==> config.mk <==
export PLATFORM = sky130hd
export DESIGN_NAME = nibble_serial_alu
export DESIGN_NICKNAME = d
export VERILOG_FILES = /design/src/rtl/nibble_serial_alu_pkg.sv /design/src/rtl/mc10181.sv /design/src/rtl/nibble_serial_alu.sv
export SDC_FILE = /design/constraint.sdc
export NUM_CORES = 1
export LEC_CHECK = 0
export BUFFER_PORTS_ARGS = -buffer_cell sky130_fd_sc_hd__buf_2
export CELL_PAD_IN_SITES_DETAIL_PLACEMENT = 1
export CELL_PAD_IN_SITES_GLOBAL_PLACEMENT = 1
export CORE_MARGIN = 2
export CORE_UTILIZATION = 42
export CTS_CLUSTER_DIAMETER = 150
export DETAILED_ROUTE_END_ITERATION = 8
export HOLD_SLACK_MARGIN = 0.06
export PLACE_DENSITY_LB_ADDON = 0.08
export SETUP_SLACK_MARGIN = 0.5
export SLEW_MARGIN = 0
export SYNTH_ARGS = -nofsm -noshare
export SYNTH_HDL_FRONTEND = slang
export SYNTH_SLANG_ARGS = --single-unit
==> constraint.sdc <==
create_clock -name clk -period 8.4 [get_ports clk]
set_input_delay 0.42 -clock clk [delete_from_list [all_inputs] [get_ports clk]]
set_output_delay 0.42 -clock clk [all_outputs]
set_load 0.01 [all_outputs]
==> src/rtl/nibble_serial_alu_pkg.sv <==
// alu_pkg: shared definitions for the nibble-serial ALU sequencer.
//   - mc10181 function-select codes, written S3..S0 left to right so they
//     land on a [0:3] select bus with s[0] = S3
//   - FSM state enum and the latched-operation struct
//   - NIBBLE_W, the slice width
package alu_pkg;

    localparam int NIBBLE_W = 4;

    typedef logic [0:NIBBLE_W-1] nibble_t;
    typedef logic [0:3]          fsel_t;

    // Arithmetic mode (boole = 0); cin is the active-high carry in.
    localparam fsel_t FS_PASS_A    = 4'b0000; // A (plus cin)
    localparam fsel_t FS_A_PLUS_B  = 4'b1001; // A plus B (plus cin)
    localparam fsel_t FS_A_MINUS_B = 4'b0110; // A minus B minus 1 (plus cin)
    localparam fsel_t FS_MINUS_1   = 4'b0011; // all ones (plus cin)

    // Boolean mode (boole = 1); carry is still produced but does not affect f.
    localparam fsel_t FS_NOT_A = 4'b0000;
    localparam fsel_t FS_XOR   = 4'b0110;
    localparam fsel_t FS_XNOR  = 4'b1001;
    localparam fsel_t FS_B     = 4'b1010;
    localparam fsel_t FS_AND   = 4'b1011;
    localparam fsel_t FS_ONES  = 4'b1100;
    localparam fsel_t FS_OR    = 4'b1110;
    localparam fsel_t FS_A     = 4'b1111;
    localparam fsel_t FS_ZERO  = 4'b0011;

    typedef enum logic [1:0] {IDLE, RUN, DONE} state_t;

    typedef struct packed {
        fsel_t s;
        logic  boole;
    } op_t;

endpackage

==> src/rtl/mc10181.sv <==
// mc10181: 4-bit ALU slice, positive logic, active-high carries.
//   s[0:3]  function select, s[0] = S3 ... s[3] = S0
//   m       1 = boolean mode, 0 = arithmetic mode
//   a, b    operand nibbles, bit 0 most significant
//   cin     carry into bit 3
//   f       result nibble
//   cout    carry out of bit 0 (computed in both modes)
//   cg, cp  group generate / propagate for lookahead
module mc10181 (
    input  logic [0:3] s,
    input  logic       m,
    input  logic [0:3] a,
    input  logic [0:3] b,
    input  logic       cin,
    output logic [0:3] f,
    output logic       cout,
    output logic       cg,
    output logic       cp
);

    logic [0:3] p, g, h, c;

    // Per-bit operand terms: the slice adds p and g. g is always a subset
    // of p, so g doubles as the bit generate and p as the bit propagate.
    assign p = a | (b & {4{s[3]}}) | (~b & {4{s[2]}});
    assign g = (a & ~b & {4{s[1]}}) | (a & b & {4{s[0]}});
    assign h = p ^ g;

    // Lookahead carries into each bit; bit 3 is the least significant.
    assign c[3] = cin;
    assign c[2] = g[3] | (p[3] & cin);
    assign c[1] = g[2] | (p[2] & g[3]) | (p[2] & p[3] & cin);
    assign c[0] = g[1] | (p[1] & g[2]) | (p[1] & p[2] & g[3])
                | (p[1] & p[2] & p[3] & cin);

    assign cg   = g[0] | (p[0] & g[1]) | (p[0] & p[1] & g[2])
                | (p[0] & p[1] & p[2] & g[3]);
    assign cp   = &p;
    assign cout = cg | (cp & cin);

    // Boolean mode inhibits the internal carries and complements the half sum.
    assign f = m ? ~h : (h ^ c);

endmodule

==> src/rtl/nibble_serial_alu.sv <==
// nibble_serial_alu: drives one mc10181 slice NIBBLES times per operation,
// least-significant nibble first, rippling the carry through a register.
//   clk, rst                 clock, asynchronous active-high reset
//   req_valid / req_ready    request handshake (ready only in IDLE)
//   req_s, req_boole         slice function select and mode, held per op
//   req_cin                  carry into the least-significant nibble
//   req_a, req_b             operands, bit 0 is the MSB
//   rsp_valid / rsp_ready    response handshake (valid only in DONE)
//   rsp_f, rsp_cout          result and final slice carry
//   rsp_zero                 rsp_f is all zeros
module nibble_serial_alu
    import alu_pkg::*;
#(
    parameter int WIDTH = 36
) (
    input  logic             clk,
    input  logic             rst,
    input  logic             req_valid,
    output logic             req_ready,
    input  logic [0:3]       req_s,
    input  logic             req_boole,
    input  logic             req_cin,
    input  logic [0:WIDTH-1] req_a,
    input  logic [0:WIDTH-1] req_b,
    output logic             rsp_valid,
    input  logic             rsp_ready,
    output logic [0:WIDTH-1] rsp_f,
    output logic             rsp_cout,
    output logic             rsp_zero
);

    localparam int NIBBLES = WIDTH / NIBBLE_W;
    localparam int IDX_W   = (NIBBLES > 1) ? $clog2(NIBBLES) : 1;

    // Element 0 is the most-significant nibble, matching the [0:WIDTH-1] ports.
    typedef logic [0:NIBBLES-1][0:NIBBLE_W-1] word_t;

    state_t           state;
    op_t              op_q;
    word_t            a_q, b_q, res_q, res_nxt;
    logic             carry_q, zero_q;
    logic [IDX_W-1:0] idx;

    nibble_t          slice_f;
    logic             slice_cout;
    logic             unused_cg, unused_cp;

    mc10181 u_slice (
        .s    (op_q.s),
        .m    (op_q.boole),
        .a    (a_q[idx]),
        .b    (b_q[idx]),
        .cin  (carry_q),
        .f    (slice_f),
        .cout (slice_cout),
        .cg   (unused_cg),
        .cp   (unused_cp)
    );

    // Result with the current nibble merged in; lets the zero flag be
    // registered on the same edge that writes the last nibble.
    always_comb begin
        res_nxt      = res_q;
        res_nxt[idx] = slice_f;
    end

    always_ff @(posedge clk or posedge rst) begin
        if (rst) begin
            state   <= IDLE;
            op_q    <= '0;
            a_q     <= '0;
            b_q     <= '0;
            res_q   <= '0;
            carry_q <= 1'b0;
            zero_q  <= 1'b0;
            idx     <= '0;
        end else begin
            case (state)
                IDLE: begin
                    if (req_valid) begin
                        op_q.s     <= req_s;
                        op_q.boole <= req_boole;
                        a_q        <= req_a;
                        b_q        <= req_b;
                        carry_q    <= req_cin;
                        idx        <= IDX_W'(NIBBLES - 1);
                        res_q      <= '0;
                        zero_q     <= 1'b0;
                        state      <= RUN;
                    end
                end
                RUN: begin
                    res_q   <= res_nxt;
                    carry_q <= slice_cout;
                    if (idx == '0) begin
                        zero_q <= ~|res_nxt;
                        state  <= DONE;
                    end else begin
                        idx <= idx - 1'b1;
                    end
                end
                DONE: begin
                    if (rsp_ready) state <= IDLE;
                end
                default: state <= IDLE;
            endcase
        end
    end

    assign req_ready = (state == IDLE);
    assign rsp_valid = (state == DONE);
    assign rsp_f     = res_q;
    assign rsp_cout  = carry_q;
    assign rsp_zero  = zero_q;

endmodule
==> metrics.md, run 1 <==
| Metric | Value |
|---|---|
| Capturing point of the worst reg2reg path | rsp_f[20] |
| GRT Total Usage | 0.2405 |
| RSZ-0062 raised after global routing | no |
| Starting density of the core | 0.4281 |
| Via count | 5,072 |
| Setup crit end kind | flop |
| Fin. Hold Viols | 0 |
| Clk pin slew, worst setup/hold paths | 60 ps |
| Drt via density | 5.322 |
| Max-slew violations | 0 |
| Hold_buf cts | 0 |
| H-tree depth | 4 |
| Most common cell after layout, fill and taps aside | nand2_1 |
| Actual slew at the worst max-slew pin | 988.6 ps |
| Synth unique cells | slightly above 60 |
| Final Critical Period | 3637 ps |
| Die Area | 0.01500 mm² |
| Setup TNS | 0 ps |
| Initial antenna violation count | 0 |
| CP Launch Point | idx[2] |
| Slew margin rel. | 0.3392 |
| DRC | 0 |
| Synth area leader | dfrtp_1 |
| Post-synth EDFFs | 0 |
| Diode count | 0 |
| Pre-Repair DR Iteration Count | 5 |
| Final period util | 0.4330 |
| Core box area | 0.01377 mm² |
| Clk buf depth | 2 |
| Power per cell area | between 400 and 500 mW/mm² |
| Setup Viol. Count Final | 0 |
| Leakage | about 0.0038 µW |
| Synth-to-layout area growth | 22.60% |
| Async S/R FF share, synth | 1.000 |
| Total wire length | 16.71 mm |
| Post-CTS Setup Repair Bufs | 0 |
| Synthesized area | 0.005896 mm² |
| Yosys warnings | 0 |
| Post-Place Cells | 921 |
| # port buffers | 121 |
| Max frequency | 0.2749 GHz |
| Layout fillers | 1,667 |
| Placer Congestion | 0.8335 |
| Register bit total from synthesis | 121 |
| VDD IR max | 0.0001794 V |
| Routed length per instance | 17.53 µm |
| Syn avg cell area | 9.112 µm² |
| Max-cap violations | 0 |
| Layout Utilization | 0.5248 |
| Crit path DAT | ~4000 ps |
| Top FF cell, synth | dfrtp_1 |
| Run status | finished, final reports clean |
| CTS tree | built |
| Largest net degree at the start of global routing | 85 |
| Antenna Nets Post-Route | 0 |
| Critical path required time | 8710 ps |
| Clk_lat worst skew | ~420 ps |
| CTS buffer count | 17 |
| Height of the die | 122.5 µm |
| Setup CP Type | flop to flop |
| Worst r2r path cells | 8 |
| Hold WC Path Type | input port to asynchronous set/reset pin |
| CP Max Fanout | 22 |
| Ports | 122 |
| Clock Sinks | 121 |
| Row count | 43 |
| Mapped Cells | 647 |
| Register area share after synthesis | 0.5136 |
| Nets | 846 |
| Critical path launch point type | flop |
| Drt first-iter violations | 275 |
| Most frequent cells in the layout | nand2_1, dfrtp_1, buf_2 |
| Root Driver | clkbuf_16 |
| Detail Placement HPWL | 11.33 mm |
| Non-Filler Instances | 953 |
| Syn_nets | around 730 |
| Worst reg2reg startpoint | idx[2] |
| Area of the multi-input gates | between 0.002 and 0.003 mm² |
| Layout cells sized above 1 | 0.2238 |
| Vias in the first global route | 5,506 |
| Final Skew | 7.125 ps |
| Post_cts resized | 0 |
| Synth area leaders | dfrtp_1, nand2_1, mux2i_1 |
| First-pass GRT wire length | 27.75 mm |
| Die Span X | ~120 µm |
| CP endpoint | rsp_f[20] |
| FF/Latch Area | 0.003028 mm² |
| Grt total ovfl | 0 |
| Share of the synthesized area in the top cell type | 0.5136 |
| R2R Setup Slk | 4760 ps |
-- how the worst min path moves through the flow --
stage / slack, ps / cells past startpoint / end
floorplan: 440 / 2 / a_q[23]
finish: 180 / 2 / b_q[21]
global route: 180 / 3 / b_q[34]
CTS: 170 / 3 / a_q[5]
global placement: 450 / 2 / b_q[6]
detailed placement: 460 / 2 / a_q[4]
-- flip-flops by register name, summed over array words and instances (netlist names) --
signal,count
state,2
rsp_zero,1
rsp_cout,1
a_q,36
op_q,5
rsp_f,36
b_q,36
idx,4
-- final cells by class --
cell class	count	share of cell area
Sequential cell	121	0.4189
Multi-Input combinational cell	483	0.3720
Timing Repair Buffer	126	0.08897
Clock buffer	24	0.06664
Tap cell	180	0.03116
Clock inverter	8	0.01627
Inverter	11	0.006059
-- Yosys cell counts, drive strengths merged (4+ instances only) --
| cell type | n |
|---|---|
| a211oi | 4 |
| xnor2 | 4 |
| nor2 | 13 |
| clkbuf | 23 |
| nand3 | 12 |
| o211ai | 4 |
| o21ai | 39 |
| and3 | 4 |
| and2 | 12 |
| ha | 4 |
| mux2i | 20 |
| a21o | 4 |
| inv | 11 |
| a21oi | 10 |
| dfrtp | 121 |
| a32o | 14 |
| nand2 | 276 |
| buf | 9 |
| mux4 | 8 |
-- per-layer routing --
metal	global-route usage	wire, µm	vias up
met5	0	0	-
met4	0.1006	265	0
met3	0.05019	646	23
met2	0.3889	8130	119
met1	0.3144	7665	2511
li1	-	-	2419
-- per-stage QoR --
step                      power, µW  cell area, µm²  hold slack (ps)  setup WS (ps)
final                          3156            7228            178.3           4763
after global routing           3392            7228            175.7           4377
after CTS                      3185            7228            169.5           4801
after detailed placement       2411            6629            457.0           4827
after global placement         2349            6629            450.2           5019
after floorplan                1966            5896            437.3           4766
-- worst max-delay path: stages, from the launching register on --
cell	delay, ps
dfrtp_1	710
nor4b_2	960
and2_1	320
o311ai_0	210
o32ai_2	340
o21bai_2	130
a211oi_2	270
xnor2_2	240
a32o_1	330
-- cell families after synthesis --
family	count (synthesis)	synth area share
muxes	29	0.06897
adders and majority gates	4	0.008489
xor gates and xnor gates	5	0.009975
and+or+nand+nor	334	0.2305
DFF	121	0.5136
AOI/OAI and AO/OA	111	0.1375
buffers and inverters	43	0.03098
-- power by group --
group	total, µW	internal [µW]	switching (µW)	leakage, µW
combinational	1370	507	863	0.00191
clock	745	488	258	0.000294
sequential	1040	829	212	0.00155
total	3160	1820	1330	0.00375
No activity file was read; power rests on OpenSTA's default activity.
==> run 2: changes to the inputs <==
CORE_UTILIZATION = 37   (was 42)
clock period = 3.3 ns   (was 8.4 ns; I/O delays follow)
==> run 2 against run 1 <==
Effect of this change: non-clock buffer count rose by 102; sequential share of layout area fell by 6.0 points; via count increased by 8.9%; sequential power rose to 2.5 times the previous value; register-to-register slack lost 4300 ps; final area increased by 17%; die area increased by 13%; worst hold slack worse by 23 ps; flip-flop and latch count is the same; cell count up 15%; largest power group unchanged.
==> metrics.md, run 2 (synthesized netlist as in run 1, its figures left out) <==
| Metric | Value |
|---|---|
| Pre-CTS WS | 141.9 ps (-4685 ps) |
| H-tree depth | 4 (unchanged) |
| Worst r2r path cells | 10 (+2) |
| Row count | 46 (+7.0%) |
| Layout cells sized above 1 | 0.2420 (+0.01821) |
| Seq pwr share | 0.294 (-0.036) |
| Hold endpoint | rsp_cout |
| Non-Filler Instances | 1,092 (+15%) |
| GRT Total Usage | 0.2388 (-0.001661) |
| CP Depth | 10 (+2) |
| Sw Share | 0.4177 (-0.004342) |
| Critical-path top delay cell | mux4_2 |
| Drt first-iter violations | 220 (-20%) |
| WHS Path Cells | 4 |
| Layout Utilization | 0.5369 (+0.01215) |
| Critical path launch point type | flop |
| Setup TNS | 0 ps (unchanged) |
| Crit path DAT | 3160 ps (-780 ps) |
| Die Span X | 130.2 µm (+6.3%) |
| Fin. Hold Viols | 0 (unchanged) |
| CTS tree | built |
| Drt via density | 5.059 (-5.0%) |
| Crit path cell chain | buf_12, mux4_2, a2bb2oi_2, and3_1, o32ai_2, o21bai_2, buf_4, a21oi_1, o221ai_1, a31o_2 |
| Via count | 5,524 (+8.9%) |
| Clock Power Share | 0.215 (-0.021) |
| Vias in the first global route | 5,922 (+7.6%) |
| Routed length per instance | 17.33 µm (-1.2%) |
| Comb pwr share | 0.490 (+0.056) |
| Max frequency | 0.3501 GHz (+27%) |
| Final Skew | 6.585 ps (-0.5400 ps) |
| Post-Place Cells | 968 (+5.1%) |
| Clk pin slew, worst setup/hold paths | 50 ps (about the same) |
| Slew margin rel. | 0.4243 (+0.08507) |
| Starting density of the core | 0.3752 (-0.05283) |
| Final Critical Period | 2856 ps (-781.2 ps) |
| Hold WS | 155.5 ps (-22.74 ps) |
| Initial antenna violation count | 0 (unchanged) |
| Clk buf depth | 2 (unchanged) |
| CP peak stage delay | 500 ps (-460 ps) |
| Hold WC Path Type | input port to flop |
| RSZ-0062 raised after global routing | yes |
| R2R Setup Slk | 440 ps (-4320 ps) |
| Actual slew at the worst max-slew pin | 861.8 ps (-126.8 ps) |
| Total wire length | 18.92 mm (+13%) |
| Power per cell area | 1053 mW/mm² (+140%) |
| Max-cap violations | 0 (unchanged) |
| Detail Placement HPWL | 12.45 mm (+9.9%) |
| Antenna Nets Post-Route | 0 (unchanged) |
| Largest net degree at the start of global routing | 60 (-29%) |
| Setup crit end kind | flop |
| Clk_lat worst skew | 420 ps (about the same) |
| Clock Sinks | 121 (unchanged) |
| DRC | 0 (unchanged) |
| Fin worst setup slack | 443.8 ps (-4319 ps) |
| Largest delay share family, worst path | compound AO/OA/AOI/OAI gates |
| Most frequent cells in the layout | nand2_1, buf_2, dfrtp_1 |
| Height of the die | 130.2 µm (+6.3%) |
| Ports | 122 (unchanged) |
| Worst reg2reg startpoint | idx[1] |
| Core box area | 0.01571 mm² (+14%) |
| Die Area | 0.01696 mm² (+13%) |
| Max-slew violations | 0 (unchanged) |
| Final period util | 0.8655 (+0.4325) |
| Diode count | 0 (unchanged) |
| Run status | finished, final reports clean |
| CTS buffer count | 17 (unchanged) |
| Pre-Repair DR Iteration Count | 4 (-1) |
| Root Driver | clkbuf_16 |
| First-pass GRT wire length | 30.93 mm (+11%) |
| Grt total ovfl | 0 (unchanged) |
| Capturing point of the worst reg2reg path | rsp_cout |
| Switching power | 3710 µW (+180%) |
| Placer Congestion | 0.8635 (+3.6%) |
| Synth-to-layout area growth | 43.10% |
| Nets | 949 (+12%) |
| Most common cell after layout, fill and taps aside | nand2_1 |
| # port buffers | 121 (unchanged) |
| Worst path bufs/invs | 2 (+2) |
| Power Internal | 5172 µW (+180%) |
| VDD IR max | 0.0005002 V (+180%) |
| Leakage | 0.004226 µW (+13%) |
| HP Start | req_cin |
| Setup Viol. Count Final | 0 (unchanged) |
| CP Max Fanout | 7 (-68%) |
| Critical path required time | 3610 ps (-5100 ps) |
| Setup CP Type | flop to flop |
## run 2: final cells by class
| class | count | area (µm²) |
|---|---|---|
| Fill cell | 1812 | 7276 |
| Sequential cell | 121 | 3032 |
| Multi-Input combinational cell | 484 | 2835 |
| Timing Repair Buffer | 228 | 1655 |
| Clock buffer | 24 | 481.7 |
| Tap cell | 216 | 270.3 |
| Clock inverter | 8 | 117.6 |
| Inverter | 11 | 45.04 |
## run 2: per-layer routing
metal  GRT usage  wire length [µm]  share of wire  vias up
met5           0                 0              0        -
met4     0.08602               377          0.020        0
met3     0.04592               535          0.028       34
met2      0.4210              9818           0.52      106
met1      0.2918              8193           0.43     2751
li1            -                 -              -     2633
## run 2: worst register-to-register path: stages (launching register included)
cell       delay, ps
dfrtp_2          380
buf_12           140
mux4_2           510
a2bb2oi_2        180
and3_1           210
o32ai_2          320
o21bai_2         160
buf_4            160
a21oi_1          250
o221ai_1         180
a31o_2           270
## run 2: power by group through the flow
stage	sequential (µW)	clock, µW	combinational (µW)
2_1_floorplan	2490	0	2510
3_3_place_gp	2610	0	3520
3_5_place_dp	2630	0	3640
4_1_cts	2620	1940	4280
5_1_grt	2700	2000	4810
6_report	2610	1910	4360
## run 2: how the worst max path moves through the flow
| stage | slack (ps) | endpoint | startpoint |
|---|---|---|---|
| global route | 320 | rsp_f[12] | idx[1] |
| finish | 440 | rsp_cout | idx[1] |
| detailed placement | 140 | rsp_f[7] | idx[1] |
| global placement | 260 | rsp_f[35] | idx[1] |
| CTS | 450 | rsp_f[24] | idx[1] |
| floorplan | 640 | rsp_f[12] | idx[1] |
## run 2: repair_timing
| item | in CTS | in global routing |
|---|---|---|
| endpoints found under the setup margin | 36 | 36 |
| cloned | 1 | 0 |
| hold buffers | 79 | 0 |
| resized for setup | 21 | 9 |
| hold endpoints to repair | 115 | 0 |
| pin swaps | 8 | 2 |
| buffers inserted | 12 | 0 |
## run 2: stage by stage
| stage | total power [µW] | area (µm²) |
|---|---|---|
| after CTS | 8841 | 8408 |
| after floorplan | 5006 | 5899 |
| after global placement | 6126 | 6795 |
| final | 8883 | 8437 |
| after detailed placement | 6269 | 6795 |
| after global routing | 9510 | 8437 |
==> run 3: changes to the inputs <==
ABC_AREA = 1   (was not set)
CORE_UTILIZATION = 36   (was 37)
==> run 3 against run 2 <==
Effect of this change: area after synthesis increased by 5.8%; largest power group unchanged; global-route usage is 0.67 points lower; combinational power rose by 12%; power up 6.3%; non-clock buffer count shrank 1; critical endpoint is now rsp_zero; via count grew 15%; die area grew 8.5%; maximum frequency up 5.5%; critical path depth up 11; first-iteration DRC count up 54%.
==> metrics.md, run 3 <==
| Metric | Value |
|---|---|
| Run status | finished, final reports clean |
| Final Skew | 7.683 ps (+1.098 ps) |
| Grt total ovfl | 0 (unchanged) |
| Critical path launch point type | flop |
| Synth unique cells | 24 (-61%) |
| Yosys warnings | 0 (unchanged) |
| Top FF cell, synth | dfrtp_1 |
| Sw Share | 0.4432 (+0.02552) |
| Placer Congestion | 0.8257 (-4.4%) |
| # port buffers | 121 (unchanged) |
| Layout cells sized above 1 | 0.2332 (-0.008829) |
| Post-synth EDFFs | 0 (unchanged) |
| Largest net degree at the start of global routing | 85 (+42%) |
| Most frequent cells in the layout | nand2_1, buf_2, dfrtp_1 |
| Combinational family with the most area after synthesis | simple AND/OR/NAND/NOR gates |
| Hold WC Path Type | input port to flop |
| Switching power | 4185 µW (+13%) |
| Clock Power Share | 0.214 (about the same) |
| Routed length per instance | 15.79 µm (-8.9%) |
| Final Critical Period | 2708 ps (-148.2 ps) |
| Worst path bufs/invs | 4 (+2) |
| Height of the die | 135.7 µm (+4.2%) |
| Mapped Cells | 859 (+33%) |
| RSZ-0062 raised after global routing | yes |
| Diode count | 0 (unchanged) |
| Synth area leader | dfrtp_1 |
| Core box area | 0.01712 mm² (+8.9%) |
| Syn avg cell area | 7.264 µm² (-20%) |
| Synthesized area | 0.006240 mm² (+5.8%) |
| Detail Placement HPWL | 13.40 mm (+7.6%) |
| Ports | 122 (unchanged) |
| CTS buffer count | 17 (unchanged) |
| Crit path DAT | 3060 ps (-100 ps) |
| Vias in the first global route | 6,563 (+11%) |
| Register bit total from synthesis | 121 (unchanged) |
| First-pass GRT wire length | 33.46 mm (+8.2%) |
| Post-synthesis adder-cell area fraction | 0.008021 (-0.0004681) |
| Layout Utilization | 0.5269 (-0.01005) |
| Drt via density | 4.856 (-4.0%) |
| Root Driver | clkbuf_16 |
| Actual slew at the worst max-slew pin | 881.2 ps (+19.45 ps) |
| Seq pwr share | 0.268 (-0.026) |
| Synth area leaders | dfrtp_1, nand2_1, inv_1 |
| Crit path cell chain | buf_12, nor3_4, buf_6, nand3_2, nand3_4, nand3_2, nand2_2, nand2_2, nand2_4, buf_12, buf_4, nand2_1, nand2_1, nand2_1, nor2_1, nand2_1, nor2_1, nand2_1, nor2_2, nand3_1, nand2_1 |
| Die Area | 0.01840 mm² (+8.5%) |
| CP Max Fanout | 4 (-3) |
| Setup TNS | 0 ps (unchanged) |
| Clock Sinks | 121 (unchanged) |
| Comb pwr share | 0.518 (+0.028) |
| Pre-CTS WS | 202.0 ps (+60.12 ps) |
| Post-synthesis mux area share | 0 (-0.06897) |
| Register area share after synthesis | 0.4853 (-0.02832) |
| Antenna Nets Post-Route | 0 (unchanged) |
| Power Internal | 5257 µW (+1.6%) |
| Clk buf depth | 2 (unchanged) |
| Max frequency | 0.3693 GHz (+5.5%) |
| Drt first-iter violations | 339 (+54%) |
| Largest delay share family, worst path | simple AND/OR/NAND/NOR gates |
| Post-synthesis xor/xnor area fraction | 0 (-0.009975) |
| H-tree depth | 4 (unchanged) |
| Clk pin slew, worst setup/hold paths | 50 ps (about the same) |
| Via count | 6,361 (+15%) |
| Leakage | 0.004710 µW (+11%) |
| Most common cell after layout, fill and taps aside | nand2_1 |
| Async S/R FF share, synth | 1.000 (unchanged) |
| Share of the synthesized area in the top cell type | 0.4853 (-0.02832) |
| Syn_nets | 945 (+29%) |
| CTS tree | built |
| Power per cell area | 1047 mW/mm² (-0.56%) |
| Pre-Repair DR Iteration Count | 4 (unchanged) |
| Commonest cells post-synth | nand2_1, dfrtp_1, inv_1, nand3_1, o21ai_0 |
| Most numerous cell in the Yosys netlist | nand2_1 |
| Layout fillers | 2,153 (+19%) |
| R2R Setup Slk | 590 ps (+150 ps) |
| Starting density of the core | 0.3645 (-0.01067) |
| Setup CP Type | flop to flop |
| Setup crit end kind | flop |
| Max-slew violations | 0 (unchanged) |
| Fin. Hold Viols | 0 (unchanged) |
| VDD IR max | 0.0004986 V (-0.32%) |
| Total wire length | 20.69 mm (+9.3%) |
| Post-synthesis compound-gate area fraction | 0.1043 (-0.03325) |
| Critical-path top delay cell | dfrtp_2 |
| Nets | 1,158 (+22%) |
| CP peak stage delay | 460 ps (-40 ps) |
| Synth-to-layout area growth | 44.54% |
| DRC | 0 (unchanged) |
| Die Span X | 135.7 µm (+4.2%) |
| Slew margin rel. | 0.4119 (-0.01240) |
| GRT Total Usage | 0.2321 (-0.006712) |
| Most frequent CP cell | nand2_1 |
| Critical path required time | 3650 ps (+40 ps) |
| Initial antenna violation count | 0 (unchanged) |
| Final period util | 0.8206 (-0.04491) |
| Fin worst setup slack | 592.0 ps (+148.2 ps) |
| Row count | 48 (+4.3%) |
| Clk_lat worst skew | 420 ps (about the same) |
| Synth Area in Simple Gates | 0.3164 (+0.08595) |
| Max-cap violations | 0 (unchanged) |
| Setup Viol. Count Final | 0 (unchanged) |
[run 3: changes by cell type in the layout (fill, tap and decap cells not counted), moves of 14 or more]
cell / before / now
nand3_2: 0 / 19
nor2_1: 12 / 46
nand3_1: 12 / 51
nand2_1: 274 / 318
nand2_2: 2 / 17
inv_1: 10 / 98
o22ai_1: 1 / 30
o21ai_0: 33 / 57
a32o_1: 14 / 0
mux2i_1: 19 / 0
[run 3: area by class of cell]
type	count	area [µm²]	share of cell area
clock inverter	11	168.9	0.01873
inverter	106	410.4	0.04551
sequential	121	3033	0.3363
clock buffer	21	470.5	0.05216
tap	225	281.5	0.03122
multi-input combinational	599	2937	0.3256
timing repair buffer	227	1718	0.1905
[run 3: cells by family after synthesis]
logic type | after synthesis
flip-flops | 121
buffers and inverters | 139
AND/OR/NAND/NOR | 481
AO/OA/AOI/OAI | 114
adder cells (fa/ha/maj) | 4
[run 3: final timing paths]
kind | cells past startpoint | end | start
worst max-delay path | 21 | rsp_zero | idx[0]
worst min-delay path | 4 | idx[3] | req_valid
worst max register to register | 21 | rsp_zero | idx[0]
worst min register to register | 2 | a_q[27] | a_q[27]
max in group asynchronous | 4 | idx[0] | rst
min in group asynchronous | 3 | rsp_f[15] | rst
[run 3: timing repair]
action	4_1_cts	5_1_grt
gates resized for setup	9	73
hold buffers	80	0
endpoints found under the hold margin	113	0
endpoints found under the setup margin	5	5
setup buffers	1	11
cloned	0	2
pin swaps	2	22
[run 3: per-layer routing]
| metal | track usage | part of all wire | up-vias |
|---|---|---|---|
| li1 | - | - | 3158 |
| met4 | 0.05613 | 0.012 | 0 |
| met5 | 0 | 0 | - |
| met1 | 0.3217 | 0.48 | 3075 |
| met3 | 0.04340 | 0.031 | 18 |
| met2 | 0.3765 | 0.48 | 110 |
[run 3: metrics by stage]
step / hold slack (ps) / instances / instance area (µm²) / power (µW)
floorplan: 273.7 / 859 / 6243 / 5261
global placement: 360.6 / 1184 / 7108 / 6447
detailed placement: 363.1 / 1184 / 7108 / 6515
CTS: 316.3 / 1297 / 8588 / 8713
global route: 364.8 / 1310 / 9019 / 10230
finish: 325.6 / 1310 / 9019 / 9442
[run 3: worst min-delay path: stages]
cell and delay, ps:
buf_2 70, nand2_1 70, buf_4 250, nand3_1 130
[run 3: power by group through the flow]
stage                     registers, µW  clock network (µW)  logic [µW]
after detailed placement           2520                   0        3990
final                              2530                2020        4890
after floorplan                    2490                   0        2770
after global placement             2500                   0        3950
after global routing               2620                2110        5500
after CTS                          2510                2050        4150
